<file path="config.mk">
export PLATFORM = sky130hd
export DESIGN_NAME = seq_multiply
export DESIGN_NICKNAME = d
export VERILOG_FILES = /design/src/rtl/arith_pkg.sv /design/src/rtl/seq_multiply.sv
export SDC_FILE = /design/constraint.sdc
export NUM_CORES = 1
export LEC_CHECK = 0
export ABC_CLOCK_PERIOD_IN_PS = 2250
export CAP_MARGIN = 20
export CORE_MARGIN = 5
export CORE_UTILIZATION = 40
export CTS_CLUSTER_SIZE = 40
export DETAILED_ROUTE_END_ITERATION = 8
export PLACE_DENSITY = 0.66
export SYNTH_ARGS = -nofsm -noshare
export SYNTH_HDL_FRONTEND = slang
export SYNTH_SLANG_ARGS = --single-unit
export TNS_END_PERCENT = 1
</file>
<file path="constraint.sdc">
create_clock -name clock -period 2.25 [get_ports clock]
set_input_delay 0.45 -clock clock [delete_from_list [all_inputs] [get_ports clock]]
set_output_delay 0.45 -clock clock [all_outputs]
set_load 0.01 [all_outputs]
</file>
<file path="src/rtl/arith_pkg.sv">
// Shared arithmetic-unit package: FSM state type and counter sizing helper
// used by the sequential multiplier and the restoring divider.
package arith_pkg;

    typedef enum logic [1:0] {
        IDLE = 2'd0,
        RUN  = 2'd1,
        DONE = 2'd2
    } mul_state_t;

    // Width of a down-counter that must hold the value w itself.
    function automatic int cnt_w(input int w);
        return $clog2(w + 1);
    endfunction

endpackage

</file>
<file path="src/rtl/seq_multiply.sv">
// Sequential unsigned shift-and-add multiplier, one multiplier bit per cycle.
// Produces a 2W-bit product W cycles after an accepted start.
// Optional macro MULTIPLY_OVERFLOW_EN adds the overflow output (product
// does not fit in W bits), registered alongside p.
//
// state | meaning
// IDLE  | waiting for start, no result yet
// RUN   | iterating one multiplier bit per cycle, busy=1
// DONE  | result valid in p, done=1, start relaunches
module seq_multiply
    import arith_pkg::*;
#(
    parameter int W = 8
) (
    input  logic           clock,
    input  logic           reset,
    input  logic           start,
    input  logic [W-1:0]   x,
    input  logic [W-1:0]   y,
    output logic [2*W-1:0] p,
    output logic           busy,
    output logic           done
`ifdef MULTIPLY_OVERFLOW_EN
    ,
    output logic           overflow
`endif
);

    localparam int CW = cnt_w(W);

    mul_state_t    state;
    mul_state_t    state_next;

    logic [W-1:0]  mcand;
    logic [W-1:0]  mplier;
    logic [W:0]    acc;
    logic [CW-1:0] cnt;

    logic          accept;
    logic          last;
    logic [W:0]    sum;
    logic [W:0]    acc_next;
    logic [W-1:0]  mplier_next;

    // A start is honoured whenever no multiplication is in flight.
    assign accept = start && (state != RUN);
    assign last   = (state == RUN) && (cnt == CW'(1));

    // One add-and-shift step; the carry bit of acc keeps the sum exact.
    always_comb begin
        sum = acc;
        if (mplier[0]) begin
            sum = acc + {1'b0, mcand};
        end
        {acc_next, mplier_next} = {sum, mplier} >> 1;
    end

    // State register.
    always_ff @(posedge clock) begin
        if (reset) begin
            state <= IDLE;
        end else begin
            state <= state_next;
        end
    end

    // Next-state logic and decoded status outputs.
    always_comb begin
        state_next = state;
        busy       = 1'b0;
        done       = 1'b0;
        unique case (state)
            IDLE: begin
                if (accept) state_next = RUN;
            end
            RUN: begin
                busy = 1'b1;
                if (last) state_next = DONE;
            end
            DONE: begin
                done = 1'b1;
                if (accept) state_next = RUN;
            end
            default: state_next = IDLE;
        endcase
    end

    // Operand capture and the iterating datapath.
    always_ff @(posedge clock) begin
        if (reset) begin
            mcand  <= '0;
            mplier <= '0;
            acc    <= '0;
            cnt    <= '0;
        end else if (accept) begin
            mcand  <= x;
            mplier <= y;
            acc    <= '0;
            cnt    <= CW'(W);
        end else if (state == RUN) begin
            acc    <= acc_next;
            mplier <= mplier_next;
            cnt    <= cnt - CW'(1);
        end
    end

    // Product register: updated only on the final iteration.
    always_ff @(posedge clock) begin
        if (reset) begin
            p <= '0;
        end else if (last) begin
            p <= {acc_next[W-1:0], mplier_next};
        end
    end

`ifdef MULTIPLY_OVERFLOW_EN
    // Overflow flag tracks the upper product half; cleared on a new start.
    always_ff @(posedge clock) begin
        if (reset) begin
            overflow <= 1'b0;
        end else if (accept) begin
            overflow <= 1'b0;
        end else if (last) begin
            overflow <= |acc_next[W-1:0];
        end
    end
`endif

endmodule

</file>
# After elaboration in Yosys (flattened, before gate mapping)
# Cells that the tools add are included.
[classes]
n_reduce_logical = 7
eq_ne = 6
muxes = 10
n_addsub = 2
[op_table]
columns = ["op", "count"]
rows = [
  ["$mux W8", 2],
  ["$add A8 B8 Y9", 1],
  ["$mux W9", 1],
  ["$mux W4", 2],
  ["$eq A4 B1 Y1 const B", 1],
  ["$mux W2", 2],
  ["$ne A2 B1 Y1 const B", 2],
  ["$pmux W2 S2", 1],
  ["$reduce_or A2 Y1", 2],
  ["$sub A4 B1 Y4 const B", 1],
  ["$eq A2 B1 Y1 const B", 1],
  ["$eq A2 B2 Y1 const B", 1],
  ["$logic_and A1 B1 Y1", 2],
  ["$logic_not A2 Y1", 1],
  ["$mux W1", 2],
  ["$ne A2 B2 Y1 const B", 1],
  ["$reduce_and A2 Y1", 1],
  ["$reduce_bool A2 Y1", 1],
]
[totals]
output_inout_bits = 18
ff_bits = 46

# Depth between registers and ports, before layout
# Gate-level depths: netlist of the first run.
[depth]
depth_word = 4
depth_mapped = 8
mapped_depth_nobuf = 8

# Worst setup path before layout of the first run
# OpenSTA, ideal clock, no wires.
[synth_timing]
path_kind = "reg2reg"
start = "register mcand[1]"
end = "register acc[6]"
n_path_buf = 0
arrival_ns = 1.574
stages_incl_launch_ff = 7
synth_period_minus_slack_ns = 1.717
setup_ns = 0.142
path_slack_ns = 0.533
cell_sequence = "dfxtp_1 -> ha_1 -> a211oi_2 -> o21ai_1 -> or3_1 -> a32oi_1 -> a211oi_1"
[synth_between]
elab_chain_len = 2
[synth_rtl]
columns = ["item", "line_no", "text"]
rows = [
  ["start: declaration", "seq_multiply.sv:34", "logic [W-1:0] mcand;"],
  ["start signal: assignment", "seq_multiply.sv:91", "mcand <= '0;"],
  ["start signal: assignment", "seq_multiply.sv:96", "mcand <= x;"],
  ["$add A8 B8 Y9", "seq_multiply.sv:53", "sum = acc + {1'b0, mcand};"],
  ["$mux W9", "seq_multiply.sv:52", "if (mplier[0]) begin"],
  ["end signal: assignment", "seq_multiply.sv:101", "acc <= acc_next;"],
  ["end: declaration", "seq_multiply.sv:36", "logic [W:0] acc;"],
]
# Every way passes these cells.
# A chain may end at the register's enable or synchronous reset.

# Worst setup path after layout of the first run
[layout_timing]
start = "register acc[1]"
end = "register acc[6]"
[layout_between]
elab_chain_len = 2
[layout_rtl]
columns = ["item", "line_no"]
rows = [
  ["$add A8 B8 Y9", "seq_multiply.sv:53"],
  ["$mux W9", "seq_multiply.sv:52"],
]
# Every way passes these cells.

==> run metrics, run 1 <==
initial antenna violation count 0; post-route cell area 2700 um^2; Post-Route WL 4.99 mm; layout cell share with drive strength beyond 1 0.0570; drt pass-1 iters 4; post-DP HPWL roughly 3.5 mm; area fraction in compound gates after synthesis 0.179; status finished, final reports clean; All-Layer GR Usage 0.151; post-route ant nets 0; fmax 0.509 GHz; final-report max-slew violation count 0; Setup crit end kind flip-flop; Worst path slowest cell dfxtp_1; Filler Cells Inserted 493; Final setup violation count 0; clk buf depth 2; Yosys reg bits between 40 and 50; kind of critical path reg2reg; Post-Synth XOR/XNOR Area 0.0121; grt ovf 0; post-synthesis mux area share 0.0508; total CTS buffers 5; Initial Util 0.419; average size of a mapped cell 8.30 um^2; H-tree levels 2; P_leak 1.03 nW; CP max FO 4; buffer and inverter count on the worst path 0; Final Cycle Share 0.874; Clock Skew roughly 0.009 ns; Ports 37; FP Rows 26; Post-CTS Setup Repair Bufs 0; Via density ~5.1; DRC 0; max cap viols 0; area of the core 5170 um^2; sequential-to-total area share from yosys stat 0.425; most common cell after layout, fill and taps aside dfxtp_1; Max VDD drop 0.316 mV; largest family of logic cells by synthesized area simple AND/OR/NAND/NOR gates; kind of cell adding the most delay to the critical path compound AO/OA/AOI/OAI gates; Power Density about 630 nW/um^2; Syn Nets just under 300; Syn Std Cell Area roughly 2200 um^2; Placer Congestion about 0.88; yosys synthesis warning count 0; final hold violations 0; CTS resizes 0; largest net degree at the start of global routing 36; Synth cell types 38; Hold WC Path Type reg2reg; Synth Area in Adders 0.0670; vias in the first global route 1847; vias post-DR 1887; port bufs 36; Post-DP Area around 2600 um^2; most frequent cells in the layout dfxtp_1, nand2_1, clkdlybuf4s50_1; 1st-iter DRT viols 124; first-pass GRT wire length between 8 and 9 mm; nets 327; Final min period 1.97 ns; clk slew on worst S/H paths 0.09 ns; die area 6990 um^2; CP arrival 2.14 ns; setup_tns 0 ns; critical path's largest stage delay between 0.3 and 0.4 ns; die height 83.6 um; Die W 83.6 um; Simple-Gate Fraction of Synth Area 0.218; CTS Sinks 46; drt wl/cell 13.6 um; type of origin of the critical path flip-flop; Root Buffer clkbuf_8; RSZ-0062 raised after global routing no; CP required 2.42 ns; latest clock arrival within the worst-skew pair approximately 0.30 ns; Area Overhead vs Synth 24.4%; Rel. slew slack 0.628; CTS tree yes; antenna diode count 0; CTS Hold Buffers Added 0; Post-Synthesis Cells approximately 260; Worst-Margin Slew 0.557 ns; cell chain of the critical path ha_1 > a211oi_2 > o21ai_1 > or3_1 > a32oi_1 > a211oi_1
==> layout make-up <==
cell class                      instances  area (um^2)  area share
Clock inverter                          2         12.5     0.00464
Sequential cell                        46          921       0.342
Multi-Input combinational cell        192         1140       0.423
Tap cell                               70         87.6      0.0325
Timing Repair Buffer                   44          420       0.156
Clock buffer                            6         82.6      0.0306
Inverter                                8         30.0      0.0111
==> logic make-up after synthesis <==
kind of cell,after synthesis
and+or+nand+nor,107
AOI/OAI and AO/OA,60
DFF,46
buffers and inverters,23
muxes,11
adders and majority gates,11
xor gates and xnor gates,3
==> through the flow <==
step / hold WS [ns] / utilization / power, W / cells / worst slack (ns)
after floorplan: 0.441 / - / 0.00109 / 261 / 0.533
after global placement: 0.442 / 0.503 / 0.00118 / 360 / 0.334
after detailed placement: 0.446 / 0.503 / 0.00118 / 360 / 0.313
after CTS: 0.458 / 0.521 / 0.00171 / 368 / 0.298
after global routing: 0.477 / 0.521 / 0.00179 / 368 / 0.149
final: 0.455 / 0.521 / 0.00170 / 368 / 0.285
==> power breakdown <==
part           switching [W]  total (W)  internal [W]
Combinational       0.000148   0.000274      0.000126
Sequential         0.0000352   0.000893      0.000858
Clock               0.000283   0.000531      0.000247
Total               0.000467    0.00170       0.00123
==> worst min-delay path: cells and delay by family (launching register included) <==
kind,cells,cell delay (ns)
AOI/OAI and AO/OA,1,0.05
DFF,1,0.31
and+or+nand+nor,1,0.05
==> sequential cells by signal, summed over array words and instances (netlist names) <==
name and cells:
p 16, mplier 8, cnt 4, state 2
acc 8, mcand 8
==> synthesized netlist by cell type, drive strengths merged <==
| cell | n | share of area |
|---|---|---|
| a211oi | 19 | 0.068 |
| a21o | 2 | 0.0069 |
| a21oi | 26 | 0.060 |
| a221oi | 1 | 0.0040 |
| a31oi | 1 | 0.0029 |
| a32oi | 1 | 0.0040 |
| and2 | 1 | 0.0029 |
| buf | 10 | 0.025 |
| clkbuf | 5 | 0.0087 |
| clkinv | 1 | 0.0017 |
| dfxtp | 46 | 0.43 |
| fa | 1 | 0.0092 |
| ha | 10 | 0.058 |
| inv | 7 | 0.012 |
| mux2i | 11 | 0.051 |
| nand2 | 43 | 0.075 |
| nand2b | 6 | 0.017 |
| nand3 | 1 | 0.0023 |
| nand3b | 1 | 0.0035 |
| nand4 | 1 | 0.0029 |
| nor2 | 28 | 0.049 |
| nor2b | 7 | 0.020 |
| nor3 | 16 | 0.037 |
| nor3b | 1 | 0.0035 |
| nor4 | 1 | 0.0029 |
| o211a | 1 | 0.0046 |
| o211ai | 1 | 0.0035 |
| o21a | 1 | 0.0035 |
| o21ai | 4 | 0.0092 |
| o2bb2ai | 2 | 0.0081 |
| o31ai | 1 | 0.0035 |
| or3 | 1 | 0.0029 |
| xnor2 | 2 | 0.0081 |
| xor2 | 1 | 0.0040 |
==> per-layer routing <==
| metal | share of wire | track usage | wire [um] | vias to the layer above |
|---|---|---|---|---|
| met5 | 0 | 0 | 0 | - |
| met4 | 0.031 | 0.0673 | 153 | 0 |
| met3 | 0.046 | 0.0355 | 231 | 15 |
| met2 | 0.44 | 0.230 | 2200 | 50 |
| met1 | 0.48 | 0.203 | 2410 | 845 |
| li1 | - | - | - | 977 |
==> final timing paths <==
kind	depth (start not counted)	slack (ns)	from	endpoint
worst min-delay path	2	0.46	p[4]	p[4]
worst max register to register	6	0.28	acc[1]	acc[6]
worst max-delay path	6	0.28	acc[1]	acc[6]
worst min register to register	2	0.46	p[4]	p[4]
No activity file was read; power rests on OpenSTA's default activity.
==> run 2: changes to the inputs <==
Settings changed: CORE_UTILIZATION 40 to 52, PLACE_DENSITY 0.66 to 0.82.
==> run 2 against run 1 <==
Against the previous run:
- sequential power is 0.4% higher
- design area fell by 0.93%
- first-iteration DRC count is 1.6% lower
- utilization grew 14 points
- global-route usage is 3.5 points higher
- critical path depth down 3
- critical endpoint is now busy
- largest power group unchanged
==> run metrics, run 2 (synthesis results as in run 1) <==
vias in the first global route 1894 (+2.5%); final std cells w/o fill 346 (-6.0%); clk buf depth 2 (unchanged); CTS Hold Buffers Added 0 (unchanged); first-pass GRT wire length 7.98 mm (-8.2%); RSZ-0062 raised after global routing no; Area Overhead vs Synth 23.3%; setup_tns 0 ns (unchanged); CP required 1.80 ns (-0.62 ns); Final Cycle Share 0.938 (+0.0646); DRC 0 (unchanged); final hold violations 0 (unchanged); Via density 5.49 (+7.1%); die area 5560 um^2 (-20%); Worst path slowest cell clkdlybuf4s50_1; clock share of power 0.342 (+0.029); fmax 0.474 GHz (-6.9%); vias post-DR 1901 (+0.74%); die height 74.5 um (-11%); largest net degree at the start of global routing 36 (unchanged); H-tree levels 2 (unchanged); Biggest register p; Hold WC Path Type reg2reg; initial antenna violation count 0 (unchanged); Rel. slew slack 0.603 (-0.0256); 1st-iter DRT viols 122 (-1.6%); FP Rows 23 (-12%); Clock Skew 0.00578 ns (-0.00333 ns); area of the core 4030 um^2 (-22%); port bufs 36 (unchanged); Worst-Margin Slew 0.595 ns (+0.0389 ns); final-report max-slew violation count 0 (unchanged); clk slew on worst S/H paths 0.09 ns (about the same); antenna diode count 0 (unchanged); switching power 0.000459 W (-1.6%); Post-DP Area 2560 um^2 (-1.5%); cell chain of the critical path nand2b_1 > clkinv_1 > clkdlybuf4s50_1; Power Total 0.00177 W (+4.4%); CTS Sinks 46 (unchanged); All-Layer GR Usage 0.186 (+0.0346); Root Buffer clkbuf_8; P_leak 1.03 nW (-0.62%); internal reg-to-reg setup slack 0.28 ns (about the same); drt pass-1 iters 4 (unchanged); Setup crit end kind output pin; CP max FO 10 (+6); Final setup violation count 0 (unchanged); Switching Fraction 0.259 (-0.0158); drt wl/cell 14.1 um (+3.7%); most common cell after layout, fill and taps aside dfxtp_1; layout cell share with drive strength beyond 1 0.0473 (-0.00975); max reg flops 16 (unchanged); Power Density 663 nW/um^2 (+5.3%); post-route cell area 2670 um^2 (-0.93%); CTS tree yes; type of origin of the critical path flip-flop; critical path's largest stage delay 0.51 ns (+0.12 ns); post-route ant nets 0 (unchanged); Comb pwr share 0.152 (-0.009); sequential power share 0.506 (-0.020); Final min period 2.11 ns (+0.145 ns); max cap viols 0 (unchanged); most frequent cells in the layout dfxtp_1, nand2_1, clkdlybuf4s50_1; Post-Route WL 4.87 mm (-2.5%); post-DP HPWL 3.50 mm (about the same); total CTS buffers 5 (unchanged); grt ovf 0 (unchanged); Max VDD drop 0.462 mV (+46%); Filler Cells Inserted 349 (-29%); Die W 74.5 um (-11%); CP arrival 1.66 ns (-0.48 ns); nets 325 (-0.61%); dpl cells 338 (-6.1%); Initial Util 0.538 (+0.119); internal power 0.00131 W (+6.6%); Ports 37 (unchanged); Placer Congestion 0.859 (-2.0%); latest clock arrival within the worst-skew pair 0.30 ns (about the same); status finished, final reports clean; Post-CTS Setup Repair Bufs 0 (unchanged); kind of critical path reg2out; CTS resizes 0 (unchanged)
## run 2: stage by stage
stage / hold slack [ns] / worst slack, ns / util
after global routing: 0.482 / 0.0104 / 0.663
final: 0.457 / 0.139 / 0.663
after CTS: 0.458 / 0.150 / 0.663
after detailed placement: 0.446 / 0.298 / 0.635
after floorplan: 0.441 / 0.533 / -
after global placement: 0.444 / 0.328 / 0.635
## run 2: area by class of cell
| type | count | area, um^2 | area share |
|---|---|---|---|
| inverters | 8 | 30.0 | 0.0112 |
| clock buffers | 6 | 72.6 | 0.0272 |
| multi-input cells | 192 | 1140 | 0.427 |
| flip-flops and latches | 46 | 921 | 0.345 |
| clock inverters | 2 | 37.5 | 0.0141 |
| repair buffers | 42 | 405 | 0.152 |
| well taps | 50 | 62.6 | 0.0234 |
## run 2: final timing paths
kind / to / from / cells past startpoint
min: p[8] / p[8] / 2
min reg2reg: p[8] / p[8] / 2
max reg2reg: p[14] / mcand[1] / 6
max: busy / state[1] / 3
## run 2: power groups by stage
stage               combinational, W  clock (W)  sequential (W)
floorplan                   0.000184          0        0.000904
global placement            0.000258          0        0.000914
detailed placement          0.000265          0        0.000915
CTS                         0.000269   0.000622        0.000896
global route                0.000300   0.000648        0.000902
finish                      0.000268   0.000606        0.000897
## run 2: worst max-delay path, delay by kind of cell, from the launching register on
family,cells,cell delay [ns]
buf+inv,2,0.71
flops,1,0.32
simple gates,1,0.34
## run 2: per-layer routing
layer	GRT usage	vias to the layer above	share of wire
met2	0.316	33	0.48
met4	0.0711	0	0.020
li1	-	970	-
met5	0	-	0
met3	0.0500	10	0.045
met1	0.224	888	0.46
==> run 3: changes to the inputs <==
Settings changed: CELL_PAD_IN_SITES_DETAIL_PLACEMENT set to 1, CELL_PAD_IN_SITES_GLOBAL_PLACEMENT set to 2, CORE_UTILIZATION 52 to 31.
==> run 3 against run 2 <==
Against the previous run:
- die area grew 58%
- non-clock buffer count is 4 higher
- sequential power about the same
- worst hold slack improved by 0.0040 ns
- utilization shrank 26 points
- design area grew 2.6%
- critical path depth rose by 5
- flip-flop and latch count is the same
- setup slack gained 0.12 ns
- combinational power grew 6%
- clock power is 13% lower
- maximum frequency increased by 6.1%
- critical path type is now reg2reg
==> run metrics, run 3 (synthesis results as in run 1) <==
total CTS buffers 5 (unchanged); final hold violations 0 (unchanged); drt wl/cell 14.8 um (+5.0%); latest clock arrival within the worst-skew pair 0.30 ns (about the same); Setup crit end kind flip-flop; final std cells w/o fill 396 (+14%); setup_tns 0 ns (unchanged); final setup margin 0.261 ns (+0.122 ns); vias in the first global route 1993 (+5.2%); dpl cells 388 (+15%); largest net degree at the start of global routing 36 (unchanged); drt pass-1 iters 3 (-1); port bufs 36 (unchanged); RSZ-0062 raised after global routing no; kind of cell adding the most delay to the critical path adder cells; met3 usage 0.0378 (-0.0122); most numerous cell on the critical path nor3_1; initial antenna violation count 0 (unchanged); grt ovf 0 (unchanged); CP required 2.43 ns (+0.63 ns); CTS tree yes; CP max FO 3 (-7); Post-CTS Setup Repair Bufs 0 (unchanged); CTS Sinks 46 (unchanged); Worst path slowest cell fa_1; P_leak 1.04 nW (+1.6%); dpl ws 0.269 ns (-0.0286 ns); Die W 93.6 um (+26%); die height 93.6 um (+26%); All-Layer GR Usage 0.141 (-0.0452); die area 8760 um^2 (+58%); max reg flops 16 (unchanged); most used routing layer met2; cell chain of the critical path ha_1 > inv_1 > fa_1 > nor2b_1 > o21ai_0 > mux2i_1 > nor3_1 > nor3_1; Worst-Margin Slew 0.552 ns (-0.0432 ns); Ports 37 (unchanged); Hold WC Path Type reg2reg; DRC 0 (unchanged); Post-DP Area 2650 um^2 (+3.4%); 1st-iter DRT viols 53 (-57%); buffer and inverter count on the worst path 1 (-1); vias post-DR 1942 (+2.2%); critical path's largest stage delay 0.38 ns (-0.13 ns); fmax 0.503 GHz (+6.1%); CTS Hold Buffers Added 0 (unchanged); post-DP HPWL 4.37 mm (+25%); H-tree levels 2 (unchanged); CTS resizes 0 (unchanged); antenna diode count 0 (unchanged); Biggest register p; most common cell after layout, fill and taps aside dfxtp_1; Final min period 1.99 ns (-0.122 ns); nets 329 (+1.2%); Clock Skew 0.00487 ns (-0.000910 ns); status finished, final reports clean; CP arrival 2.17 ns (+0.51 ns); Post-Route WL 5.85 mm (+20%); first-pass GRT wire length 9.71 mm (+22%); most frequent cells in the layout dfxtp_1, nand2_1, clkdlybuf4s50_1; type of origin of the critical path flip-flop; clk slew on worst S/H paths 0.08 ns (about the same); post-route ant nets 0 (unchanged); Root Buffer clkbuf_8; clk buf depth 2 (unchanged); Final Cycle Share 0.884 (-0.0542); Area Overhead vs Synth 26.5%; final-report max-slew violation count 0 (unchanged); area of the core 6790 um^2 (+69%); FP Rows 30 (+30%); max cap viols 0 (unchanged); layout cell share with drive strength beyond 1 0.0600 (+0.0127); post-route cell area 2740 um^2 (+2.6%); Via density 4.90 (-11%); kind of critical path reg2reg; Initial Util 0.319 (-0.219); M1 GR Usage 0.174 (-0.0494); Placer Congestion 0.770 (-10%); Max VDD drop 0.222 mV (-52%); Final setup violation count 0 (unchanged); GR Util met2 0.239 (-0.0767); Rel. slew slack 0.632 (+0.0293); Power Density 624 nW/um^2 (-5.9%)
## run 3: cell types whose count changed in the layout (fill, tap and decap cells not counted)
cell	before	now
buf_4	6	10
bufinv_16	1	0
clkbuf_8	5	6
clkinv_2	0	1
clkinvlp_4	1	0
## run 3: per-layer routing
| layer | routed length (um) | share of wire |
|---|---|---|
| met2 | 2850 | 0.49 |
| met3 | 177 | 0.030 |
| met1 | 2760 | 0.47 |
| met5 | 0 | 0 |
| met4 | 67 | 0.011 |
## run 3: stage by stage
| stage | total power, W | hold slack (ns) | util |
|---|---|---|---|
| floorplan | 0.00109 | 0.441 | - |
| global placement | 0.00119 | 0.445 | 0.390 |
| detailed placement | 0.00120 | 0.455 | 0.390 |
| CTS | 0.00174 | 0.467 | 0.403 |
| global route | 0.00181 | 0.483 | 0.403 |
| finish | 0.00171 | 0.461 | 0.403 |
## run 3: cell type report
| class | instances | area (um^2) |
|---|---|---|
| clock buffers | 7 | 86.3 |
| multi-input cells | 192 | 1140 |
| fillers | 811 | 4060 |
| inverters | 8 | 30.0 |
| flip-flops and latches | 46 | 921 |
| repair buffers | 46 | 435 |
| clock inverters | 1 | 5.00 |
| well taps | 96 | 120 |
## run 3: final timing paths
| check | cells past startpoint | to | slack, ns | startpoint |
|---|---|---|---|---|
| worst max register to register | 8 | p[11] | 0.26 | acc[0] |
| worst min-delay path | 2 | p[2] | 0.46 | p[2] |
| worst max-delay path | 8 | p[11] | 0.26 | acc[0] |
| worst min register to register | 2 | p[2] | 0.46 | p[2] |
## run 3: worst reg2reg max path, cell delays in order (launching register included)
cell     delay, ns
dfxtp_1       0.36
ha_1          0.22
inv_1         0.07
fa_1          0.38
nor2b_1       0.21
o21ai_0       0.14
mux2i_1       0.17
nor3_1        0.24
nor3_1        0.08
## run 3: report_power, final
group | leakage (nW) | internal (W) | switching, W
clock network | 0.0482 | 0.000248 | 0.000282
logic | 0.618 | 0.000129 | 0.000155
registers | 0.375 | 0.000858 | 0.0000378
total | 1.04 | 0.00123 | 0.000475
